**src/rtl/line_beat_shifter_pkg.sv**
```systemverilog
// Shared definitions for the line beat shifter and its beat counter.
package line_beat_shifter_pkg;

    // Shifter state encoding
    localparam logic [1:0] ST_IDLE  = 2'd0;
    localparam logic [1:0] ST_FILL  = 2'd1;
    localparam logic [1:0] ST_DRAIN = 2'd2;

    // Counter width: clog2 of the beat count, never narrower than one bit
    function automatic int calc_cnt_w(input int beats);
        return (beats <= 1) ? 1 : $clog2(beats);
    endfunction

endpackage

```
**src/rtl/line_beat_shifter_beat_counter.sv**
```systemverilog
// Modulo-BEATS beat counter with clear, increment and a last-beat flag.
module beat_counter
    import line_beat_shifter_pkg::*;
#(
    parameter int BEATS = 2,
    parameter int CNT_W = calc_cnt_w(BEATS)
) (
    input  logic             clk,
    input  logic             not_reset,
    input  logic             inc,
    input  logic             clr,
    output logic [CNT_W-1:0] cnt,
    output logic             last
);

    logic [CNT_W-1:0] cnt_q, cnt_d;

    // Last beat flag: the increment on this value wraps the count to zero
    assign last = (cnt_q == CNT_W'(BEATS - 1));
    assign cnt  = cnt_q;

    // Next count: clear wins, increment wraps at BEATS-1
    always_comb begin
        cnt_d = cnt_q;
        if (clr)
            cnt_d = '0;
        else if (inc)
            cnt_d = last ? '0 : cnt_q + CNT_W'(1);
    end

    // Count register
    always_ff @(posedge clk or negedge not_reset) begin
        if (!not_reset)
            cnt_q <= '0;
        else
            cnt_q <= cnt_d;
    end

endmodule

```
**src/rtl/line_beat_shifter.sv**
```systemverilog
// Cache line assembly/disassembly register: serial fill from the memory
// bus, parallel load from the data array, serial drain back to memory.
module line_beat_shifter
    import line_beat_shifter_pkg::*;
#(
    parameter int LINE_WIDTH = 64,
    parameter int BEAT_WIDTH = 32
) (
    input  logic                  clk,
    input  logic                  not_reset,
    input  logic                  par_load,
    input  logic [LINE_WIDTH-1:0] par_din,
    input  logic                  start_fill,
    input  logic                  start_drain,
    input  logic                  abort,
    input  logic                  fill_valid,
    output logic                  fill_ready,
    input  logic [BEAT_WIDTH-1:0] fill_data,
    output logic                  drain_valid,
    input  logic                  drain_ready,
    output logic [BEAT_WIDTH-1:0] drain_data,
    output logic [LINE_WIDTH-1:0] dout,
    output logic                  busy,
    output logic                  line_done
);

    localparam int BEATS = LINE_WIDTH / BEAT_WIDTH;
    localparam int CNT_W = calc_cnt_w(BEATS);

    logic [1:0]            state_q, state_d;
    logic [LINE_WIDTH-1:0] data_q, data_d;
    logic                  done_q, done_d;
    logic                  cnt_inc, cnt_clr, cnt_last;
    logic [LINE_WIDTH-1:0] fill_shift;
    // Beat index is exported by the counter for burst addressing in the
    // controller; the shifter itself only needs the last flag.
    logic [CNT_W-1:0]      beat_idx_unused;

    // New beat enters at the MSBs so the first beat ends up in the LSBs
    if (BEATS == 1) begin : g_one_beat
        assign fill_shift = fill_data;
    end else begin : g_multi_beat
        assign fill_shift = {fill_data, data_q[LINE_WIDTH-1:BEAT_WIDTH]};
    end

    assign fill_ready  = (state_q == ST_FILL);
    assign drain_valid = (state_q == ST_DRAIN);
    assign busy        = (state_q != ST_IDLE);
    assign drain_data  = data_q[BEAT_WIDTH-1:0];
    assign dout        = data_q;
    assign line_done   = done_q;

    beat_counter #(
        .BEATS (BEATS),
        .CNT_W (CNT_W)
    ) u_cnt (
        .clk       (clk),
        .not_reset (not_reset),
        .inc       (cnt_inc),
        .clr       (cnt_clr),
        .cnt       (beat_idx_unused),
        .last      (cnt_last)
    );

    // Command decode and beat transfer; abort beats a same-cycle handshake
    always_comb begin
        state_d = state_q;
        data_d  = data_q;
        done_d  = 1'b0;
        cnt_inc = 1'b0;
        cnt_clr = 1'b0;
        case (state_q)
            ST_IDLE: begin
                if (par_load) begin
                    data_d = par_din;
                end else if (start_fill) begin
                    state_d = ST_FILL;
                    cnt_clr = 1'b1;
                end else if (start_drain) begin
                    state_d = ST_DRAIN;
                    cnt_clr = 1'b1;
                end
            end
            ST_FILL: begin
                if (abort) begin
                    state_d = ST_IDLE;
                    cnt_clr = 1'b1;
                end else if (fill_valid) begin
                    data_d  = fill_shift;
                    cnt_inc = 1'b1;
                    if (cnt_last) begin
                        state_d = ST_IDLE;
                        done_d  = 1'b1;
                    end
                end
            end
            ST_DRAIN: begin
                if (abort) begin
                    state_d = ST_IDLE;
                    cnt_clr = 1'b1;
                end else if (drain_ready) begin
                    data_d  = data_q >> BEAT_WIDTH;
                    cnt_inc = 1'b1;
                    if (cnt_last) begin
                        state_d = ST_IDLE;
                        done_d  = 1'b1;
                    end
                end
            end
            default: begin
                state_d = ST_IDLE;
                cnt_clr = 1'b1;
            end
        endcase
    end

    // State, line data and burst-done registers
    always_ff @(posedge clk or negedge not_reset) begin
        if (!not_reset) begin
            state_q <= ST_IDLE;
            data_q  <= '0;
            done_q  <= 1'b0;
        end else begin
            state_q <= state_d;
            data_q  <= data_d;
            done_q  <= done_d;
        end
    end

endmodule

```
**config.mk**
```make
export PLATFORM = sky130hd
export DESIGN_NAME = line_beat_shifter
export DESIGN_NICKNAME = d
export VERILOG_FILES = /design/src/rtl/line_beat_shifter_pkg.sv /design/src/rtl/line_beat_shifter_beat_counter.sv /design/src/rtl/line_beat_shifter.sv
export SDC_FILE = /design/constraint.sdc
export NUM_CORES = 1
export LEC_CHECK = 0
export BUFFER_PORTS_ARGS = -buffer_cell sky130_fd_sc_hd__buf_2
export CAP_MARGIN = 5
export CORE_MARGIN = 2
export CORE_UTILIZATION = 46
export DETAILED_ROUTE_END_ITERATION = 8
export PLACE_DENSITY = 0.83
export SYNTH_ARGS = -nofsm -noshare
export SYNTH_HDL_FRONTEND = slang
export SYNTH_SLANG_ARGS = --single-unit
```
**constraint.sdc**
```tcl
create_clock -name clk -period 2.7 [get_ports clk]
set_input_delay 0.54 -clock clk [delete_from_list [all_inputs] [get_ports clk]]
set_output_delay 0.54 -clock clk [all_outputs]
set_load 0.05 [all_outputs]
```
Word-level counts from Yosys, hierarchy flattened
Index checks and enable logic that the tools add are counted.
- bits in registers: 68
- mux-type cells: 34
- add/subtract/negate cells: 1
- equal/unequal tests: 11
- reduce and logical (&&, ||, !) cells: 7
- operator list (kind ; number):
    64-bit 2-to-1 mux ; 5
    64-bit one-hot mux with 3 select lines ; 1
    1-bit 2-to-1 mux ; 16
    2-bit 2-to-1 mux ; 8
    2-bit inequality test (second input constant) ; 5
    3-bit inequality test (second input constant) ; 2
    1-bit one-hot mux with 2 select lines ; 3
    2-bit one-hot mux with 3 select lines ; 1
    6-bit AND reduction ; 1
    4-bit AND reduction ; 1
    2-bit nonzero test ; 2
    3-bit by 2-bit inequality test with 1-bit output (second input constant) ; 1
    3-bit nonzero test ; 1
    2-bit by 1-bit == test with 1-bit output (second input constant) ; 1
    2-bit == test (second input constant) ; 1
    2-bit zero test ; 1
    2-bit by 1-bit inequality test with 1-bit output (second input constant) ; 1
    2-bit OR reduction ; 1
    1-bit adder (second input constant) ; 1

Longest topological paths before layout
Gate-level depths: netlist of run 1.
- depth in word-level cells: 5
- mapped depth: 9

By module
From an unflattened synthesis of run 1, not the netlist that was laid out.
- cells, all modules: 411
- area, all modules: 4092.7 µm²
- modules (own cells, without submodules) (module ; instances ; cells an instance ; area each (µm²) ; seq. area each (µm²)):
    line_beat_shifter ; 1 ; 407 ; 4047.6 ; 1676.6
    beat_counter ; 1 ; 4 ; 45.0 ; 25.0

Worst setup path before layout of run 1
Ideal clock, no wire load.
- path type: register to register
- start: register state_q[1]
- end: register data_q[10] (netlist: dout[10])
- slack: 0.596 ns
- path buffers: 1
- arrival: 1.979 ns
- data required time: 2.575 ns
- stages on the path, launching flop included: 7
- period minus slack after synthesis: 2.104 ns
- path through: dfrtp_1 inv_1 ha_1 o21ai_2 o2111ai_4 buf_6 mux2_4
- longest elaborated chain between the ends: 3
- elaborated cells between the ends (all ways): 11
- those cells by class: eq/ne (7); mux (1); reduce/logical (3)
- ends and longest elaborated chain (what ; line ; RTL):
    start: declaration ; line_beat_shifter.sv:30 ; logic [1:0] state_q, state_d;
    start signal: assignment ; line_beat_shifter.sv:124 ; state_q <= state_d;
    2-bit by 1-bit == test with 1-bit output (*) ; n/a ;
    net fill_ready ; line_beat_shifter.sv:17 ; output logic fill_ready,
    2-bit inequality test (no source line) / 3-bit nonzero test (equally long branches) ; n/a ;
    6-bit AND reduction (no source line) ; n/a ;
    end signal: assignment ; line_beat_shifter.sv:125 ; data_q <= data_d;
    end: declaration ; line_beat_shifter.sv:31 ; logic [LINE_WIDTH-1:0] data_q, data_d;
The timed path passes the listed nets; every way through them passes the cells marked *.
A chain may end at the register's enable or synchronous reset.

Worst setup path in the final report of run 1
- start: register state_q[1]
- end: register data_q[49] (netlist: dout[49])
- longest elaborated chain between the ends: 3
- elaborated cells between the ends (all ways): 11
- those cells by class: eq/ne (7); mux (1); reduce/logical (3)
- ends and longest elaborated chain (what ; line ; RTL):
    2-bit == test (tied with other cells) ; line_beat_shifter.sv:72 ; case (state_q)
    2-bit by 1-bit inequality test with 1-bit output (no source line) (tied with other cells) ; n/a ;
    6-bit AND reduction (no source line) ; n/a ;
Parallel ways exist; a longest one is shown, timed or not.

==> results of run 1 <==
[synthesized netlist by cell type, types with 2 or more instances]
cell	instances
o21a_1	2
mux2_2	4
buf_4	33
o21ai_0	66
clkbuf_1	6
nand2_1	63
buf_2	5
inv_1	72
a22o_1	2
mux2_4	60
buf_6	8
dfrtp_1	68
ha_1	4
and2_1	2
[state kept, by name, indices dropped and copies added, names as in the netlist]
name and count:
dout 64, u_cnt.cnt 1, state_q 2, line_done 1
[layout make-up]
| cell class | instances | share of cell area (%) |
|---|---|---|
| Sequential cell | 68 | 33.1 |
| Inverter | 72 | 5.26 |
| Tap cell | 108 | 2.63 |
| Clock inverter | 3 | 1.34 |
| Timing Repair Buffer | 208 | 21.0 |
| Multi-Input combinational cell | 214 | 33.6 |
| Clock buffer | 13 | 3.09 |
[path summary, 6_finish.rpt]
kind | start | endpoint | cells after the start
hold / removal | not_reset | dout[29]$_DFFE_PN0P_ | 1
setup / recovery | state_q[1]$_DFFE_PN0P_ | dout[49]$_DFFE_PN0P_ | 7
setup reg to reg | state_q[1]$_DFFE_PN0P_ | dout[49]$_DFFE_PN0P_ | 7
hold reg to reg | dout[19]$_DFFE_PN0P_ | dout[19]$_DFFE_PN0P_ | 1
min in group clk | abort | u_cnt.cnt$_DFFE_PN0P_ | 2
max in group asynchronous | not_reset | dout[52]$_DFFE_PN0P_ | 2
[kinds of logic after synthesis]
kind of cell               share of synthesized area (%)
AOI/OAI and AO/OA                                   11.1
DFF                                                 41.7
buffers and inverters                               16.1
adders and majority gates                           1.23
and+or+nand+nor                                     6.62
xor gates and xnor gates                           0.214
muxes                                               23.2
[critical path: cells and delay by family (launching register included)]
kind | cells | cell delay, ps
adders and majority gates | 1 | 360
AOI/OAI and AO/OA | 2 | 250
muxes | 1 | 340
buffers and inverters | 3 | 870
DFF | 1 | 420
[metal layers]
metal  up-vias  wire length, um  share of wire, %  global-route usage, %
met3        10              587               6.0                   3.65
li1       1594                -                 -                      -
met5         -                0                 0                      0
met4         0               93              0.96                   6.95
met2       135             5110                53                   37.1
met1      1601             3910                40                   23.7
[stage by stage]
step / setup WS, ps / util [%] / hold slack [ps] / std cells
4_1_cts: 259 / 59.3 / 286 / 686
3_5_place_dp: 287 / 56.6 / 520 / 670
3_3_place_gp: 431 / 56.6 / 509 / 670
2_1_floorplan: 596 / - / 244 / 406
5_1_grt: 56.4 / 59.3 / 323 / 686
6_report: 289 / 59.3 / 273 / 686
==> results.md, run 1 <==
- Worst stage delay on the critical path: 440 ps
- WL final: 9710 um
- Share of layout cells above drive strength 1: 50.3%
- Clk slew on worst S/H paths: 80 ps
- First-pass GRT wire length: approximately 16000 um
- Post-synth EDFFs: 0
- Crit start category: flop
- Top cells by area, synth: dfrtp_1 (42%), mux2_4 (22%), o21ai_0 (8.1%), inv_1 (6.6%), buf_4 (6.1%)
- Core area: 0.00868 sq mm
- Syn Nets: 514
- Starting Density: 47.1%
- CP required: 2920 ps
- Starting DRT DRC Count: 75
- Max_slew headroom: 18.0%
- Root Buffer: clkbuf_8
- Post-synthesis cell area: 0.00408 sq mm
- Crit path kind: flop to flop
- Vias per cell: 4.87
- First drt pass iteration count: 4
- Post-CTS Resized: 0
- Slew @ Worst Pin: between 1000 and 1500 ps
- Max Fclk: 415 MHz
- Htree depth: 3
- Gr ovfl total: 0
- # Post-CTS Setup Buffers: 0
- Critical-path top delay cell: buf_4
- Initial antenna violation count: 0
- Die height: 98.2 um
- Register area share after synthesis: 41.7%
- Ant. Diodes: 0
- Clock sinks: about 70
- Global placement routability congestion: just under 0.9
- Ys flop type: dfrtp_1
- Antenna viol nets, final: 0
- Most common cell after layout, fill and taps aside: buf_2
- Max-slew violations: 0
- Worst min-delay path category: input pin to async pin
- Unrepaired setup endpoints after global routing: false
- Final Instance Area: 0.00514 sq mm
- DRC: 0
- Vias in the first global route: roughly 3400
- FF+latch area: about 0.0017 sq mm
- Synth Register Bits: 68
- Mean post-synth cell area: slightly above 10 sq um
- DR WL/cell: 14.2 um
- Count of cell types in the netlist: 25
- Fin nets: between 600 and 700
- Setup TNS: 0 ps
- Rows: 34
- Status: complete, no violations
- Detail Placement HPWL: 7270 um
- Final hold vios: 0
- Fin crit period: 2410 ps
- Die area: approximately 0.0096 sq mm
- Ports: 204
- Most frequent cells in the layout: buf_2 (203), inv_1 (72), dfrtp_1 (68)
- Setup Viol. Count Final: 0
- Ys Warns: 0
- Worst-Skew Late Latency: 330 ps
- CP Capture Type: flop
- Critical Path AT: about 2600 ps
- Die Wd: 98.2 um
- Number of buffers inserted by port buffering: 203
- Largest net degree at the start of global routing: 44
- Multi-input logic area: 0.00173 sq mm
- DR vias: 3340
- Post-Synthesis Cells: 406
- R2R Setup Slk: 290 ps
- TritonCTS clock tree: yes
- Cells along the critical path: inv_1 > ha_1 > o21ai_2 > o2111ai_4 > buf_12 > buf_4 > mux2_4
- Maximum clock path buffer count: 2
- Area leader, netlist: dfrtp_1
- Skew final: between 10 and 15 ps
- Tot GR Track Use: 20.2%
- Period utilization: 89.3%
- Crit path max fanout: between 40 and 50
- Hold-fix buffers at CTS: 0
- Max-cap check violation count: 0
- CTS Buf Count: 9
- Fill cells: 757
- Top cell type's share of synthesized area: about two fifths
- Layout area overhead: 25.9%
- Placed Area: 0.00491 sq mm
- Ys async rst share: 100%
Power of run 1 is not shown: default switching activity piles up to over one toggle a cycle in this logic, so the estimate is an artifact.
==> inputs of run 2 (changes only) <==
--- a/config.mk
+++ b/config.mk
@@ -7,8 +7,10 @@
 export LEC_CHECK = 0
 export BUFFER_PORTS_ARGS = -buffer_cell sky130_fd_sc_hd__buf_2
 export CAP_MARGIN = 5
+export CELL_PAD_IN_SITES_DETAIL_PLACEMENT = 0
+export CELL_PAD_IN_SITES_GLOBAL_PLACEMENT = 2
 export CORE_MARGIN = 2
-export CORE_UTILIZATION = 46
+export CORE_UTILIZATION = 26
 export DETAILED_ROUTE_END_ITERATION = 8
 export PLACE_DENSITY = 0.83
 export SYNTH_ARGS = -nofsm -noshare
==> results.md, run 2 (synthesis results as in run 1) <==
- Status: complete, no violations
- Vias per cell: 4.17 (-14%)
- FF+latch area: 0.00170 sq mm (unchanged)
- Critical-path top delay cell: buf_4
- Max Fclk: 431 MHz (+3.9%)
- Setup TNS: 0 ps (unchanged)
- Worst-Skew Late Latency: 330 ps (about the same)
- Reg-to-reg startpoint: state_q[0]$_DFFE_PN0P_
- Cells along the critical path: inv_1 > ha_2 > buf_4 > o21a_1 > buf_4 > nand2_1 > o21ai_0 > mux2_4
- DR WL/cell: 13.2 um (-7.1%)
- Most common cell after layout, fill and taps aside: buf_2
- Fin nets: 680 (-0.15%)
- Htree depth: 3 (unchanged)
- Fill cells: 1581 (+110%)
- Worst stage delay on the critical path: 510 ps (+70 ps)
- Worst setup margin: 380 ps (+91.4 ps)
- Die height: 129 um (+32%)
- Worst R2R Path Depth: 8 (+1)
- Rows: 45 (+32%)
- Worst min-delay path category: input pin to async pin
- WL final: 10400 um (+6.6%)
- DRC: 0 (unchanged)
- Unrepaired setup endpoints after global routing: false
- Tot GR Track Use: 12.4% (-7.8 points)
- Setup Viol. Count Final: 0 (unchanged)
- Clock sinks: 68 (unchanged)
- Placed Area: 0.00503 sq mm (+2.3%)
- Pre-CTS WS: 354 ps (+67.5 ps)
- CTS Buf Count: 9 (unchanged)
- Crit path kind: flop to flop
- Period utilization: 85.9% (-3.4 points)
- CP top delay family: buffers and inverters
- Fin crit period: 2320 ps (-91.4 ps)
- RR Endpoint: dout[29]$_DFFE_PN0P_
- Largest register FFs: 64 (unchanged)
- DR vias: 3280 (-1.8%)
- Layout area overhead: 30.2%
- Hold-fix buffers at CTS: 0 (unchanged)
- Ant. Diodes: 0 (unchanged)
- Largest net degree at the start of global routing: 70 (+59%)
- First-pass GRT wire length: 16000 um (+0.91%)
- Most frequent cells in the layout: buf_2 (202), inv_1 (72), dfrtp_1 (68)
- Clk slew on worst S/H paths: 60 ps (-20 ps)
- Initial antenna violation count: 0 (unchanged)
- Max-cap check violation count: 0 (unchanged)
- TritonCTS clock tree: yes
- First drt pass iteration count: 4 (unchanged)
- Multi-input logic area: 0.00173 sq mm (unchanged)
- Vias in the first global route: 3197 (-6.2%)
- Root Buffer: clkbuf_16
- Skew final: 3.47 ps (-6.86 ps)
- Starting Density: 26.8% (-20 points)
- R2R Setup Slk: 380 ps (+90 ps)
- Buf+Inv Stages, Crit Path: 3 (unchanged)
- # Post-CTS Setup Buffers: 0 (unchanged)
- Detail Placement HPWL: 7450 um (+2.5%)
- Max-slew violations: 0 (unchanged)
- Final Instance Area: 0.00532 sq mm (+3.4%)
- Share of layout cells above drive strength 1: 50.3% (about the same)
- Maximum clock path buffer count: 2 (unchanged)
- Global placement routability congestion: 0.745 (-14%)
- Gr ovfl total: 0 (unchanged)
- CP Capture Type: flop
- Die Wd: 129 um (+32%)
- Crit path max fanout: 69 (+60%)
- Antenna viol nets, final: 0 (unchanged)
- Final hold vios: 0 (unchanged)
- Post-CTS Resized: 0 (unchanged)
- Die area: 0.0167 sq mm (+73%)
- Ports: 204 (unchanged)
- CP dominant cell by count: buf_4
- Crit start category: flop
- Starting DRT DRC Count: 96 (+28%)
- Critical Path AT: 2590 ps (-40 ps)
- CP required: 2970 ps (+50 ps)
- Max_slew headroom: 40.7% (+23 points)
- Core area: 0.0153 sq mm (+76%)
- Slew @ Worst Pin: 890 ps (-340 ps)
- Number of buffers inserted by port buffering: 203 (unchanged)
run 2: through the flow:
step / instances / utilization (%) / hold WS (ps)
floorplan: 406 / - / 244
global route: 787 / 34.9 / 395
detailed placement: 772 / 32.9 / 519
finish: 787 / 34.9 / 324
global placement: 772 / 32.9 / 512
CTS: 787 / 34.9 / 353
run 2: worst max-delay path by stage:
stage	endpoint	slack, ps	cells past startpoint	from
floorplan	dout[10]$_DFFE_PN0P_	600	6	state_q[1]$_DFFE_PN0P_
global placement	dout[48]$_DFFE_PN0P_	440	7	state_q[1]$_DFFE_PN0P_
detailed placement	dout[29]$_DFFE_PN0P_	350	8	state_q[0]$_DFFE_PN0P_
CTS	dout[29]$_DFFE_PN0P_	330	8	state_q[0]$_DFFE_PN0P_
global route	dout[14]$_DFFE_PN0P_	160	8	state_q[0]$_DFFE_PN0P_
finish	dout[29]$_DFFE_PN0P_	380	8	state_q[0]$_DFFE_PN0P_
run 2: area by class of cell:
type,instances,area share (%)
Timing Repair Buffer,207,19.9
Clock buffer,11,4.56
Clock inverter,4,0.941
Inverter,72,5.08
Tap cell,211,4.96
Sequential cell,68,32.0
Multi-Input combinational cell,214,32.5
run 2: metal layers:
layer,GRT usage [%],wire length [um],share of wire (%)
met5,0,0,0
met4,3.77,103,0.99
met2,20.2,4850,47
met1,15.3,4620,45
met3,4.50,779,7.5
run 2: worst register-to-register path, delay by kind of cell (launching register included):
kind	cells	cell delay (ps)
buf+inv	3	940
flops	1	390
fa+ha+maj	1	340
compound gates	2	300
mux	1	180
simple gates	1	100
Power of run 2 is left out for the same reason.
